### config.mk
export PLATFORM = sky130hd
export DESIGN_NAME = pipe_mul_div_unit
export DESIGN_NICKNAME = d
export VERILOG_FILES = /design/src/rtl/pipe_mul_div_pkg.sv /design/src/rtl/pipe_div_step.sv /design/src/rtl/pipe_mul_div_unit.sv
export SDC_FILE = /design/constraint.sdc
export NUM_CORES = 1
export LEC_CHECK = 0
export ABC_AREA = 1
export BUFFER_PORTS_ARGS = -buffer_cell sky130_fd_sc_hd__buf_2
export CAP_MARGIN = 20
export CORE_ASPECT_RATIO = 1.25
export CORE_UTILIZATION = 45
export DETAILED_ROUTE_END_ITERATION = 10
export PLACE_DENSITY = 0.69
export SYNTH_ARGS = -nofsm -noshare
export SYNTH_HDL_FRONTEND = slang
export SYNTH_SLANG_ARGS = --single-unit
### constraint.sdc
create_clock -name clk -period 2.62 [get_ports clk]
set_clock_uncertainty 0.1 [all_clocks]
set_input_delay 0.131 -clock clk [delete_from_list [all_inputs] [get_ports clk]]
set_output_delay 0.131 -clock clk [all_outputs]
set_load 0.1 [all_outputs]
### src/rtl/pipe_mul_div_pkg.sv
// pipe_mul_div_pkg: RV32M funct3 encodings and FSM state encodings shared by the mul/div unit
package pipe_mul_div_pkg;
  localparam logic [2:0] FUNCT3_MUL    = 3'b000;
  localparam logic [2:0] FUNCT3_MULH   = 3'b001;
  localparam logic [2:0] FUNCT3_MULHSU = 3'b010;
  localparam logic [2:0] FUNCT3_MULHU  = 3'b011;
  localparam logic [2:0] FUNCT3_DIV    = 3'b100;
  localparam logic [2:0] FUNCT3_DIVU   = 3'b101;
  localparam logic [2:0] FUNCT3_REM    = 3'b110;
  localparam logic [2:0] FUNCT3_REMU   = 3'b111;
  typedef enum logic [2:0] {ST_IDLE, ST_MUL, ST_DIV, ST_FIXUP, ST_DONE} state_t;
endpackage

### src/rtl/pipe_div_step.sv
// pipe_div_step: UNROLL combinational restoring-divide steps on unsigned operands
module pipe_div_step
  import pipe_mul_div_pkg::*;
#(
  parameter int XLEN   = 32,
  parameter int UNROLL = 1
) (
  input  logic [XLEN-1:0] rem,
  input  logic [XLEN-1:0] quo,
  input  logic [XLEN-1:0] dvsr,
  output logic [XLEN-1:0] rem_next,
  output logic [XLEN-1:0] quo_next
);
  logic [XLEN:0] part;
  logic          ge;
  // shift the next dividend bit into the XLEN+1 partial remainder, subtract the divisor when it fits
  always_comb begin
    rem_next = rem;
    quo_next = quo;
    part     = '0;
    ge       = 1'b0;
    for (int i = 0; i < UNROLL; i++) begin
      part     = {rem_next, quo_next[XLEN-1]};
      ge       = part >= {1'b0, dvsr};
      rem_next = XLEN'(ge ? part - {1'b0, dvsr} : part);
      quo_next = {quo_next[XLEN-2:0], ge};
    end
  end
endmodule

### src/rtl/pipe_mul_div_unit.sv
// pipe_mul_div_unit: multi-cycle RV32M unit (shift-add multiply, restoring divide); PIPE_MUL_DIV_FAST_MUL_EN selects a single-cycle multiplier
module pipe_mul_div_unit
  import pipe_mul_div_pkg::*;
#(
  parameter int XLEN   = 32,
  parameter int UNROLL = 1
) (
  input  logic            clk,
  input  logic            rst,
  input  logic            start,
  input  logic [2:0]      funct3,
  input  logic [XLEN-1:0] rs1Data,
  input  logic [XLEN-1:0] rs2Data,
  input  logic            stepPipe,
  input  logic            flush,
  output logic            busy,
  output logic            currentPipeStall,
  output logic            resultValid,
  output logic [XLEN-1:0] result
);
  localparam int K  = XLEN / UNROLL;
  localparam int CW = $clog2(K + 1);
  state_t            state, state_nxt;
  logic [CW-1:0]     cnt;
  logic [2:0]        op;
  logic              sa, sb;
  logic [XLEN-1:0]   mcand, dvsr, rem, rem_nxt, quo_nxt, fix;
  logic [2*XLEN-1:0] acc, mul_nxt, prod;
  logic              signed_a, signed_b, in_sa, in_sb, div0, ovf, special, direct;
  logic [XLEN-1:0]   abs_a, abs_b, special_res, direct_res;
  assign signed_a    = !(funct3 == FUNCT3_MULHU || funct3 == FUNCT3_DIVU || funct3 == FUNCT3_REMU);
  assign signed_b    = signed_a && funct3 != FUNCT3_MULHSU;
  assign in_sa       = signed_a & rs1Data[XLEN-1];
  assign in_sb       = signed_b & rs2Data[XLEN-1];
  assign abs_a       = in_sa ? -rs1Data : rs1Data;
  assign abs_b       = in_sb ? -rs2Data : rs2Data;
  assign div0        = funct3[2] && rs2Data == '0;
  assign ovf         = funct3[2] && !funct3[0] && rs1Data == {1'b1, {(XLEN-1){1'b0}}} && rs2Data == '1;
  assign special     = div0 || ovf;
  assign special_res = div0 ? (funct3[1] ? rs1Data : '1) : (funct3[1] ? '0 : rs1Data);
`ifdef PIPE_MUL_DIV_FAST_MUL_EN
  logic [2*XLEN-1:0] fast_p;
  assign fast_p      = {{XLEN{in_sa}}, rs1Data} * {{XLEN{in_sb}}, rs2Data};
  assign direct      = special || !funct3[2];
  assign direct_res  = special ? special_res : (funct3 == FUNCT3_MUL ? fast_p[XLEN-1:0] : fast_p[2*XLEN-1:XLEN]);
`else
  assign direct      = special;
  assign direct_res  = special_res;
`endif
  assign busy             = state != ST_IDLE;
  assign resultValid      = state == ST_DONE;
  assign currentPipeStall = start && !resultValid;
  assign prod = (sa ^ sb) ? -acc : acc;
  assign fix  = !op[2] ? (op == FUNCT3_MUL ? prod[XLEN-1:0] : prod[2*XLEN-1:XLEN])
              : op[1]  ? (sa ? -rem : rem)
              : ((sa ^ sb) ? -acc[XLEN-1:0] : acc[XLEN-1:0]);
  pipe_div_step #(.XLEN(XLEN), .UNROLL(UNROLL)) u_div_step (
    .rem      (rem),
    .quo      (acc[XLEN-1:0]),
    .dvsr     (dvsr),
    .rem_next (rem_nxt),
    .quo_next (quo_nxt)
  );
  // UNROLL shift-add steps: add the multiplicand on a set multiplier bit, then shift the accumulator right
  always_comb begin
    mul_nxt = acc;
    for (int i = 0; i < UNROLL; i++)
      mul_nxt = {{1'b0, mul_nxt[2*XLEN-1:XLEN]} + ({1'b0, mcand} & {(XLEN+1){mul_nxt[0]}}), mul_nxt[XLEN-1:1]};
  end
  // state register
  always_ff @(posedge clk) begin
    if (!rst) state <= ST_IDLE;
    else      state <= state_nxt;
  end
  // next state; flush wins over everything, start is only honoured in IDLE
  always_comb begin
    state_nxt = state;
    if (flush) state_nxt = ST_IDLE;
    else case (state)
      ST_IDLE:        state_nxt = !start ? ST_IDLE : direct ? ST_DONE : funct3[2] ? ST_DIV : ST_MUL;
      ST_MUL, ST_DIV: state_nxt = cnt == '0 ? ST_FIXUP : state;
      ST_FIXUP:       state_nxt = ST_DONE;
      ST_DONE:        state_nxt = stepPipe ? ST_IDLE : ST_DONE;
      default:        state_nxt = ST_IDLE;
    endcase
  end
  // operand capture, iteration and result registers; a flush leaves them untouched
  always_ff @(posedge clk) begin
    if (!rst) begin
      cnt    <= '0;
      result <= '0;
      acc    <= '0;
      rem    <= '0;
      mcand  <= '0;
      dvsr   <= '0;
      op     <= '0;
      sa     <= 1'b0;
      sb     <= 1'b0;
    end else if (!flush) begin
      case (state)
        ST_IDLE: if (start) begin
          op    <= funct3;
          sa    <= in_sa;
          sb    <= in_sb;
          mcand <= abs_a;
          dvsr  <= abs_b;
          rem   <= '0;
          acc   <= {{XLEN{1'b0}}, funct3[2] ? abs_a : abs_b};
          cnt   <= CW'(K - 1);
          if (direct) result <= direct_res;
        end
        ST_MUL: begin
          acc <= mul_nxt;
          if (cnt != '0) cnt <= cnt - CW'(1);
        end
        ST_DIV: begin
          acc[XLEN-1:0] <= quo_nxt;
          rem           <= rem_nxt;
          if (cnt != '0) cnt <= cnt - CW'(1);
        end
        ST_FIXUP: result <= fix;
        default: ;
      endcase
    end
  end
endmodule

==> results of run 1 <==
==> critical path: stages, from the launching register on <==
cell and delay (ns):
dfxtp_2 0.34, buf_4 0.16, inv_1 0.08, buf_4 0.11, nand3_1 0.12, nor2_2 0.17, nand2_1 0.14, nand2_1 0.15
xor2_1 0.28, nand2_1 0.08, nand2_1 0.07, nor2_1 0.06, nor2_1 0.23, nand2_1 0.15, nand2_1 0.11, a21oi_1 0.06
==> kinds of logic (layout without fill, tap and decap cells) <==
logic type,Yosys count,after routing
AND/OR/NAND/NOR,1938,1938
AO/OA/AOI/OAI,666,666
buffers and inverters,553,800
flip-flops,206,206
adder cells (fa/ha/maj),73,73
XOR/XNOR,71,71
==> metal layers <==
metal  share of wire, %  GRT usage [%]
met5              0.014              0
met4                 10          34.52
met3                7.8          5.707
met2                 45          62.79
met1                 37          45.66
==> path summary, 6_finish.rpt <==
check	start	end	slack, ns	cells after the start
setup reg to reg	acc[0]$_SDFFE_PN0P_	result[15]$_SDFFE_PN0P_	0.09	15
setup / recovery	acc[0]$_SDFFE_PN0P_	result[15]$_SDFFE_PN0P_	0.09	15
hold / removal	rs1Data[7]	result[7]$_SDFFE_PN0P_	0.03	5
hold reg to reg	cnt[0]$_SDFFE_PN0P_	cnt[0]$_SDFFE_PN0P_	0.36	1
==> registers in the layout (all words and copies together), names as in the netlist <==
name / cells
acc: 64
cnt: 6
dvsr: 32
mcand: 32
op: 3
rem: 32
result: 32
sa: 1
sb: 1
state: 3
==> final cells by class <==
cell class                      instances  area, sq um
Timing Repair Buffer                  350         2714
Multi-Input combinational cell       2748        14030
Clock buffer                           32        681.9
Fill cell                            4609        20020
Tap cell                              572        715.7
Clock inverter                         14        200.2
Sequential cell                       206         4126
Inverter                              404         1520
==> layout by cell type (no fill, tap or decap), drive strengths merged, types with 2 or more instances in the layout <==
| cell type | synthesis | routed |
|---|---|---|
| a211oi | 2 | 2 |
| a21o | 13 | 13 |
| nand3 | 423 | 423 |
| dlygate4sd3 | 0 | 58 |
| xnor2 | 20 | 20 |
| nand4 | 37 | 37 |
| nor3 | 31 | 31 |
| clkbuf | 98 | 32 |
| o211ai | 72 | 72 |
| nor2 | 433 | 433 |
| clkinvlp | 0 | 2 |
| a31oi | 6 | 6 |
| o21a | 8 | 8 |
| bufinv | 0 | 4 |
| a221oi | 33 | 33 |
| ha | 71 | 71 |
| inv | 401 | 403 |
| buf | 51 | 292 |
| nor4 | 6 | 6 |
| clkinv | 3 | 9 |
| a21oi | 286 | 286 |
| xor2 | 51 | 51 |
| o22ai | 2 | 2 |
| o21ai | 232 | 232 |
| dfxtp | 206 | 206 |
| or2 | 17 | 17 |
| nand3b | 27 | 27 |
| o21bai | 9 | 9 |
| fa | 2 | 2 |
| nand2 | 961 | 961 |
==> power groups by stage <==
| stage | clock (mW) | sequential [mW] | combinational, mW |
|---|---|---|---|
| floorplan | 0 | 3.79 | 3.39 |
| global route | 4.00 | 3.78 | 6.10 |
| global placement | 0 | 3.81 | 5.28 |
| CTS | 3.85 | 3.74 | 5.38 |
| detailed placement | 0 | 3.81 | 5.29 |
| finish | 3.85 | 3.76 | 5.63 |
==> repair_timing <==
action,in CTS,in global routing
setup endpoints to repair,1,79
resized for setup,1,71
endpoints found under the hold margin,75,0
pin swaps,0,4
setup buffers,0,1
hold buffers,58,0
==> through the flow <==
| step | total power [mW] | utilization, % | cells |
|---|---|---|---|
| after CTS | 12.97 | 53.80 | 4325 |
| after detailed placement | 9.102 | 50.47 | 4221 |
| after floorplan | 7.183 | - | 3507 |
| final | 13.24 | 54.50 | 4326 |
| after global placement | 9.089 | 50.47 | 4221 |
| after global routing | 13.88 | 54.50 | 4326 |
==> impl_metrics.ini, run 1 <==
[outcome]
status = finished clean

[place]
io_buffers = 106
place_hpwl_microns = 71900
place_area_sq_um = 22210
dp_slack_ns = 0.005281
place.gp.congestion = 1.044

[synthesis]
ys_top_cells_by_count = nand2_1, nor2_1, nand3_1, inv_1, a21oi_1
synth.distinct_cells = 46
synthAdderAreaFrac_pct = 4.637
yosysMostFrequentCell = nand2_1
synthTopCellsByArea = dfxtp_1, nand2_1, nand3_1
synth-compound-area-share_pct = 19.75
synth_edf_count = 0
synth_xor_area_share_pct = 3.106
synthMuxAreaShare_pct = 0
syn_avg_cell_area_sq_um = 5.709
syn_area_sq_um = 20020
synth-simple-area-share_pct = 41.01
ys.flop_type = dfxtp_1
ys_ff_latch = 206
yosysTopAreaCell = dfxtp_1
synth_top_family_by_area = simple AND/OR/NAND/NOR gates
async_flop_share_pct = 0
seq_area_frac_synth_pct = 20.60
yosys_warnings = 0
netlist_instances = 3507
synth.top_cell.area_share_pct = 20.60
synth_nets = 3652

[finish]
nets = 3880
antennaDiodeCount = 0
layout-drive-gt1-share_pct = 13.00
fin_area_sq_um = 23990
area_delta_synth_final_pct = 19.80

[global_routing]
grt_pass1_vias = 23010
grt_max_degree = 99
grt_pass1_wl_microns = 135000
track_usage_pct = 39.28
antenna_found_initial = 1
grt_overflow = 0

[critical_path]
cp_max_fo = 4
endpoint_kind = flop
critical_path_arrival_ns = 2.89
start_kind = flop
critPathKind = flop to flop
cp_data_required_time_ns = 2.98

[timing]
hold_violations = 0
slew_viol_final = 0
post-route-period-util_pct = 96.63
worst_slew_margin_rel_pct = 57.27
max_slew.worst_pin.slew_ns = 0.6363
setup_tns_ns = 0
rsz0062_at_grt = true
finalSetupViolCount = 0
post-route-min-period_ns = 2.532
fmax_ghz = 0.3950
holdWs_ns = 0.02620
setup_slack_ns = 0.08831

[floorplanning]
num_rows = 86
die_h_microns = 237.8
start_util_pct = 45.49
die_w_microns = 190.7
die-area_sq_um = 45350
core_area_sq_um = 44010
io_pins = 107

[flow_run]
maxCapViolCount = 0

[power]
power_density_nw_per_um2 = 552.0
ir_worst_vdd_v = 0.0006393
power_leakage_nw = 12.14
clkPwrFrac_pct = 29.1
switching_share_pct = 43.05
seq_power_share_pct = 28.4
p_comb_share_pct = 42.5
p_int_mw = 7.541
power_switching_mw = 5.700

[detailed_routing]
remaining_drc_errors = 0
viasPerCell = 5.755
drtPass1Iterations = 6
avgRoutedWirePerCell_microns = 20.96
drt_iter0_drc = 2606
ant_nets = 0
vias = 24900
routed_wl_microns = 90690

[clocking]
clkSinkCount = 206
cts_buffers = 25
clock-root-buffer = clkbuf_16
htree_levels = 1
clockBufferDepth = 3
tritoncts = done
clk_latency_ns = 0.58
clk_pin_slew_ns = 0.07

[hold_path]
hp-class = input port to flop
(Power assumes the default switching activity.)
==> run 2, diff against run 1 <==
Clock period 2.62 ns to 2.1 ns, I/O delays scaled along.
==> run 2 against run 1 <==
Against the previous run: the run now ends with hold timing, setup timing left; flip-flop and latch count is the same; cell count grew 15%; clock power grew 31%; critical endpoint is now rem[2]$_SDFFE_PN0P_.
==> impl_metrics.ini, run 2 (synthesized netlist as in run 1, its figures left out) <==
[finish]
fillCellCount = 3591
area_delta_synth_final_pct = 59.54
nets = 4523
antennaDiodeCount = 0
final_core_util_pct = 72.58
largest_register_ff_count = 64
multiInputGateArea_sq_um = 16540
regMostFlops = acc
ff_latch_area_sq_um = 4174
layout_common_cells = nand2_1, buf_4, inv_1, nor2_1, nand3_1
layout-drive-gt1-share_pct = 38.18
final_common_cell = nand2_1
fin_area_sq_um = 31940

[flow_run]
maxCapViolCount = 0

[outcome]
violations = hold timing, setup timing
status = finished with violations

[clocking]
htree_levels = 1
clkSinkCount = 206
clk_pin_slew_ns = 0.07
cts_buffers = 26
clock-root-buffer = clkbuf_16
tritoncts = done
clockBufferDepth = 3
clk_latency_ns = 0.60

[timing]
hold_violations = 1
fmax_ghz = 0.3545
post-route-period-util_pct = 134.3
slew_viol_final = 0
holdWs_ns = -0.003186
finalSetupViolCount = 104
post-route-min-period_ns = 2.821
setup_slack_ns = -0.7213
max_slew.worst_pin.slew_ns = 1.010
rsz0062_at_grt = true
worst_slew_margin_rel_pct = 32.66

[global_routing]
track_usage_pct = 43.90
antenna_found_initial = 0
grt_pass1_vias = 26590
grt_overflow = 0
grt_max_degree = 107
grt_pass1_wl_microns = 151900

[place]
io_buffers = 106
place.gp.congestion = 1.040
place_hpwl_microns = 79010
place_area_sq_um = 27010

[floorplanning]
io_pins = 107
num_rows = 86
die-area_sq_um = 45350
core_area_sq_um = 44010
start_util_pct = 45.49
die_w_microns = 190.7
die_h_microns = 237.8

[detailed_routing]
wl_met3_microns = 10600
ant_nets = 0
remaining_drc_errors = 0
met2WireLength_microns = 49480
wl_met1_microns = 38310
viasPerCell = 5.917
drtPass1Iterations = 9
routed_wl_microns = 111000
avgRoutedWirePerCell_microns = 22.33
drt_iter0_drc = 3352
highest_layer = met5
vias = 29410

[critical_path]
slowest_stage = dfxtp_1
crit_cells = 16
endpoint_kind = flop
crit_buf_inv = 4
cpPeakStageDelay_ns = 0.31
cp_data_required_time_ns = 2.50
crit_path_frequent_cell = nand2_2
crit_family = simple AND/OR/NAND/NOR gates
critPathKind = flop to flop
reg2reg_depth = 16
critical_path_arrival_ns = 3.22
cp_max_fo = 7
rrSetupSlack_ns = -0.72
start_kind = flop
crit_chain = inv_2 -> ha_4 -> nand2_1 -> nor2_4 -> nand2_2 -> nor2_4 -> nand3_1 -> nand2_2 -> nor3_4 -> buf_6 -> nand2_8 -> buf_12 -> buf_16 -> nand2_2 -> nand3_2 -> a21oi_1

[hold_path]
hold_path_depth = 6
hp-class = input port to flop

[power]
power_density_nw_per_um2 = 627.3
ir_worst_vdd_v = 0.0008283
power_leakage_nw = 16.16
## run 2: cell count changes in the layout (fill, tap and decap cells not counted), moves of 40 or more
cell     change
nor2_1      -76
nor2_2      +56
ha_4        +47
nand2_1    -146
buf_4      +606
nand3_1     -93
ha_1        -48
a21oi_1     -62
nand3_2     +79
nand2_2    +114
a21oi_2     +48
inv_1       -40
## run 2: cell type report
type	instances	area share, %
inverter	404	4.857
multi-input combinational	2748	51.79
clock inverter	19	0.7716
tap	572	2.241
timing repair buffer	992	25.17
sequential	206	13.07
clock buffer	29	2.103
## run 2: worst paths after layout
check	end	startpoint
max reg2reg	rem[2]$_SDFFE_PN0P_	dvsr[10]$_SDFFE_PN0P_
min	dvsr[11]$_SDFFE_PN0P_	rs2Data[11]
max	rem[2]$_SDFFE_PN0P_	dvsr[10]$_SDFFE_PN0P_
min reg2reg	cnt[0]$_SDFFE_PN0P_	cnt[0]$_SDFFE_PN0P_
## run 2: what timing repair did
action                     in CTS  in global routing
hold endpoints to repair       51                  1
setup endpoints to repair     113                165
gates resized for setup       291                457
hold buffers                   43                  1
pin swaps                      44                147
buffers inserted               27                 37
gates cloned                    8                  3
## run 2: stage by stage
step / hold WS [ns] / cells / total power [mW] / worst slack (ns) / TNS, ns
6_report: -0.003186 / 4970 / 20.04 / -0.7213 / -27.15
5_1_grt: 0.02516 / 4970 / 20.79 / -0.8500 / -39.39
4_1_cts: 0.006245 / 4938 / 18.71 / -0.2803 / -15.73
3_5_place_dp: 0.3270 / 4813 / 13.22 / -0.4599 / -26.10
3_3_place_gp: 0.3243 / 4813 / 13.19 / -0.4314 / -23.67
2_1_floorplan: 0.1687 / 3507 / 9.012 / -0.1710 / -1.266
## run 2: power by group
part	total (mW)	switching, mW	internal [mW]
clock	5.03	2.17	2.85
sequential	4.69	0.408	4.28
combinational	10.3	6.05	4.27
## run 2: per-layer routing
metal | vias to the layer above | global-route usage (%)
li1 | 13310 | -
met1 | 13310 | 48.26
met2 | 2033 | 73.05
met3 | 752 | 6.574
met4 | 2 | 39.35
met5 | - | 0
## run 2: worst min-delay path: stages
cell and delay [ns]:
buf_2 0.09, buf_4 0.11, nand2_1 0.08, nand3_2 0.11, o211ai_2 0.08, inv_1 0.07
